## src/rtl/if_id_stage.sv

```systemverilog
// IF/ID pipeline register for the 5-stage MIPS core. It absorbs instruction-memory
// wait states with a one-entry hold buffer and applies exception and eret flushes.
module if_id_stage #(
    parameter logic [31:0] PC_START   = 32'h0000_3000,
    parameter logic [31:0] HANDLER_PC = 32'h0000_4180,
    parameter logic [4:0]  EXC_ADEL   = 5'd4
) (
    input  logic        clk,
    input  logic        reset,
    input  logic [31:0] F_PC,
    input  logic [31:0] F_Instr,
    input  logic        F_ExcAdEL,
    input  logic        i_ready,
    input  logic        D_isBranch,
    input  logic        En,
    input  logic        req,
    input  logic        flush,
    output logic        if_stall,
    output logic [31:0] D_PC,
    output logic [31:0] D_Instr,
    output logic [4:0]  D_ExcCode,
    output logic        D_BD,
    output logic        D_Valid,
    output logic        dbg_held
);

    // Handshake: the fetch side offers a word that is valid when i_ready=1 (or when
    // it faults), and decode accepts it on a rising edge with En=1. A valid word
    // offered while En=0 is parked in the hold buffer instead of being dropped.
    typedef enum logic {EMPTY = 1'b0, HELD = 1'b1} hold_state_t;

    hold_state_t state, state_next;

    logic [31:0] buf_pc;
    logic [31:0] buf_instr;
    logic        buf_adel;
    logic        buf_bd;
    logic        buf_load;

    logic [31:0] src_pc;
    logic [31:0] src_instr;
    logic        src_adel;
    logic        src_bd;
    logic        src_valid;

    always_comb begin
        if (state == HELD) begin
            src_pc    = buf_pc;
            src_instr = buf_instr;
            src_adel  = buf_adel;
            src_bd    = buf_bd;
            src_valid = 1'b1;
        end else begin
            src_pc    = F_PC;
            src_instr = F_Instr;
            src_adel  = F_ExcAdEL;
            src_bd    = D_isBranch;
            src_valid = i_ready | F_ExcAdEL;
        end
    end

    // A faulting fetch is forwarded immediately and never waits on memory.
    assign if_stall = (state == EMPTY) & ~i_ready & ~F_ExcAdEL;
    assign dbg_held = (state == HELD);

    always_comb begin
        state_next = state;
        buf_load   = 1'b0;
        if (req || flush) begin
            state_next = EMPTY;
        end else if (!En) begin
            if (state == EMPTY && src_valid) begin
                state_next = HELD;
                buf_load   = 1'b1;
            end
        end else if (src_valid) begin
            state_next = EMPTY;
        end
    end

    always_ff @(posedge clk) begin
        if (reset) begin
            state     <= EMPTY;
            buf_pc    <= PC_START;
            buf_instr <= 32'd0;
            buf_adel  <= 1'b0;
            buf_bd    <= 1'b0;
        end else begin
            state <= state_next;
            if (buf_load) begin
                buf_pc    <= F_PC;
                buf_instr <= F_Instr;
                buf_adel  <= F_ExcAdEL;
                buf_bd    <= D_isBranch;
            end
        end
    end

    always_ff @(posedge clk) begin
        if (reset) begin
            D_PC      <= PC_START;
            D_Instr   <= 32'd0;
            D_ExcCode <= 5'd0;
            D_BD      <= 1'b0;
            D_Valid   <= 1'b0;
        end else if (req) begin
            D_PC      <= HANDLER_PC;
            D_Instr   <= 32'd0;
            D_ExcCode <= 5'd0;
            D_BD      <= 1'b0;
            D_Valid   <= 1'b0;
        end else if (flush) begin
            D_PC      <= F_PC;
            D_Instr   <= 32'd0;
            D_ExcCode <= 5'd0;
            D_BD      <= 1'b0;
            D_Valid   <= 1'b0;
        end else if (En) begin
            if (src_valid) begin
                D_PC      <= src_pc;
                D_BD      <= src_bd;
                D_Valid   <= 1'b1;
                D_Instr   <= src_adel ? 32'd0 : src_instr;
                D_ExcCode <= src_adel ? EXC_ADEL : 5'd0;
            end else begin
                // Memory-wait bubble keeps the delay-slot attribution for EPC/BD.
                D_PC      <= F_PC;
                D_Instr   <= 32'd0;
                D_ExcCode <= 5'd0;
                D_BD      <= D_isBranch;
                D_Valid   <= 1'b0;
            end
        end
    end

endmodule

```

## config.mk

```make
export PLATFORM = sky130hd
export DESIGN_NAME = if_id_stage
export DESIGN_NICKNAME = d
export VERILOG_FILES = /design/src/rtl/if_id_stage.sv
export SDC_FILE = /design/constraint.sdc
export NUM_CORES = 1
export LEC_CHECK = 0
export CAP_MARGIN = 40
export CORE_UTILIZATION = 53
export DETAILED_ROUTE_END_ITERATION = 10
export PLACE_DENSITY_LB_ADDON = 0.1
export SLEW_MARGIN = 25
export SYNTH_ARGS = -nofsm -noshare
export SYNTH_HDL_FRONTEND = slang
export SYNTH_SLANG_ARGS = --single-unit
```

## constraint.sdc

```tcl
create_clock -name clk -period 3.9 [get_ports clk]
set_input_delay 0.975 -clock clk [delete_from_list [all_inputs] [get_ports clk]]
set_output_delay 0.975 -clock clk [all_outputs]
set_load 0.05 [all_outputs]
```

==> results by group <==
Logic synthesis
  – Mapped Area: 0.00580 mm2
  – FF+latch count, synth: 134
  – Netlist cell types: 33
  – Synth area leader: dfxtp_1
  – Avg Cell Area, Syn: 9.53 um2
  – Area contributors post-synth: dfxtp_1, mux2i_1, nand2_1
  – Synth warn: 0
  – Yosys top cell area share: 46.2%
  – Sequential-to-total area share from yosys stat: 46.2%
  – Post-synthesis cell count: 609

STA
  – Setup-failing EPs final: 0
  – Hold slack: 455 ps
  – Actual slew at the worst max-slew pin: 676 ps
  – Max Slew Vio Count: 0
  – Fin crit share: 81.6%
  – Slew headroom: 54.9%
  – Clk_skew: 6.86 ps
  – Min cycle time layout: 3180 ps
  – RSZ-0062 raised after global routing: false
  – Final hold violation count: 0
  – Setup TNS: 0 ps
  – Fmax: 314 MHz

Run
  – Maximum Capacitance Violations: 0

Power
  – Peak supply drop: 0.245 mV
  – P_sw: 0.000827 W
  – Power Density: 415 mW/mm2
  – Clock Power Share: 43.3%
  – Leakage: 2.92 nW
  – Net Sw Frac: 25.8%
  – Sequential Power Share: 44.7%
  – P_int: 0.00238 W
  – Comb pwr share: 12.0%

Die
  – Core Area: 0.0105 mm2
  – # rows: 37
  – Die H: 107 um
  – # IOs: 145
  – Starting density of the core: 55.5%
  – Die ar.: 0.0114 mm2
  – Die span in x: 107 um

Critical path
  – CP cell instances: clkdlybuf4s50_1
  – Slowest cell on the critical path: clkdlybuf4s50_1
  – Worst reg2reg setup slack: 1480 ps
  – Critical path buffers and inverters: 1
  – WP data arrival: 2210 ps
  – Critical Path Start Type: flop
  – CP Depth: 1
  – Largest stage delay on the critical path: 940 ps
  – Worst Path Required: 2920 ps
  – Worst flop-to-flop path startpoint: dbg_held
  – CP delay by family, top: buffers and inverters
  – Worst R2R End: D_Instr[4]
  – Crit. End Element: output pin
  – Reg2reg path depth: 5
  – Worst Path Max Fanout: 21
  – CP Class: reg2out

Placed design
  – Buffers on Ports: 140
  – Final GP Congestion: 0.723
  – Post-DP HPWL: 8960 um

Drt
  – 1st-iter DRT viols: 216
  – DR pass1 iterations: 4
  – Post-route ant nets: 0
  – Wire per inst: 15.8 um
  – Vias per cell: 5.41
  – Vias: 4746
  – Post-Route WL: 13900 um
  – DRC errors left: 0

Global route
  – Vias in the first global route: 4929
  – Pin count of the biggest net entering global routing: 58
  – GRT Overall Usage: 25.3%
  – Antenna violations before repair: 0
  – Overflow after GRT: 0
  – First-pass GRT wire length: 22800 um

Clocking
  – Clock tree from TritonCTS: built
  – H-Tree Level Count: 4
  – Clock-pin slew on the worst setup and hold paths: 60 ps
  – Post-CTS Setup Repair Bufs: 0
  – Clock buffer count from CTS: 17
  – Clk Latency, worst-skew pair: 510 ps
  – Clock sink total: 134
  – Post-cts gate resize count: 0
  – Max Buffers Root-to-Sink: 2
  – Hold_buf cts: 0
  – Clock Tree Root: clkbuf_8

Hold path
  – Hold crit path type: reg2reg
  – Hold Path Depth: 2
  – Min-delay src: D_PC[10]
  – Hold endpoint: D_PC[10]

Cells and area
  – ANT cells: 0
  – Layout Nets: 800
  – Area grow syn2layout: 33.4%
  – Layout cell share with drive strength beyond 1: 7.56%

Outcome
  – Status: completed
logic make-up after synthesis:
group / after synthesis / share of synthesized area, %
and+or+nand+nor: 210 / 17.0
DFF: 134 / 46.2
muxes: 125 / 21.6
AOI/OAI and AO/OA: 78 / 8.76
buffers and inverters: 61 / 6.38
other: 1 / 0.0646
per-layer routing:
metal	up-vias	GRT usage, %	wire length [um]
met5	-	0	0
met4	0	9.59	212
met1	2274	29.4	5890
met3	16	6.93	779
li1	2332	-	-
met2	124	44.3	6980
registers in the layout (all words and copies together) (netlist names):
name,count
D_BD,1
D_ExcCode,1
D_Instr,32
D_PC,32
D_Valid,1
buf_adel,1
buf_bd,1
buf_instr,32
buf_pc,32
dbg_held,1
stage by stage:
step           worst slack [ps]  area [um2]  instances  utilization, %  total power, W
6_report                    717        7740        877            74.0         0.00321
5_1_grt                     622        7740        877            74.0         0.00333
4_1_cts                     657        7710        876            73.7         0.00324
3_5_place_dp                835        7190        844            68.7         0.00184
3_3_place_gp                828        7150        842            68.4         0.00183
2_1_floorplan               754        5810        612               -         0.00169
final cells by class:
| cell class | count | area, um2 |
|---|---|---|
| Multi-Input combinational cell | 417 | 2790 |
| Fill cell | 809 | 2720 |
| Sequential cell | 134 | 2680 |
| Timing Repair Buffer | 152 | 1550 |
| Clock buffer | 19 | 442 |
| Tap cell | 136 | 170 |
| Clock inverter | 13 | 83.8 |
| Inverter | 6 | 25.0 |
cell usage after synthesis (all sizes together):
library cell,instances
nand3b,31
or3,2
nor2b,1
conb,1
o221ai,3
a211oi,3
a211o,1
nand4bb,1
o31ai,31
buf,29
clkbuf,26
nand2b,2
nand2,154
a21oi,5
mux2i,125
nand3,1
a21o,2
nor2,9
nor4bb,3
nor4,2
o21ai,29
inv,6
a31oi,2
nor3,4
a221o,2
dfxtp,134
cells in the final DEF, fill, tap and decap left out, types with 2 or more instances in the layout:
cell type and n:
buf_12 3, dfxtp_1 133, nor4bb_1 3, clkbuf_8 3
nand3b_1 31, nor3_1 2, conb_1 4, clkinv_2 6
a21o_1 2, a221o_1 2, inv_1 5, clkdlybuf4s50_1 138
mux2i_1 125, o21ai_1 8, nand2_1 154, o21ai_0 20
o31ai_1 31, nor2_1 9, clkinvlp_4 6, o221ai_1 3
a211oi_1 3, a21oi_1 5, buf_4 8, clkbuf_16 16
power groups by stage:
| stage | sequential (W) | clock, W | combinational (W) |
|---|---|---|---|
| 2_1_floorplan | 0.00152 | 0 | 0.000169 |
| 3_3_place_gp | 0.00146 | 0 | 0.000370 |
| 3_5_place_dp | 0.00146 | 0 | 0.000382 |
| 4_1_cts | 0.00143 | 0.00142 | 0.000384 |
| 5_1_grt | 0.00144 | 0.00149 | 0.000411 |
| 6_report | 0.00143 | 0.00139 | 0.000386 |
worst max-delay path by stage:
| stage | startpoint | endpoint | slack [ps] |
|---|---|---|---|
| after detailed placement | F_ExcAdEL | if_stall | 840 |
| after global placement | F_ExcAdEL | if_stall | 830 |
| after floorplan | F_ExcAdEL | if_stall | 750 |
| after global routing | dbg_held | dbg_held | 620 |
| final | dbg_held | dbg_held | 720 |
| after CTS | dbg_held | dbg_held | 660 |
Note: power is estimated with default switching activity, not from simulation.
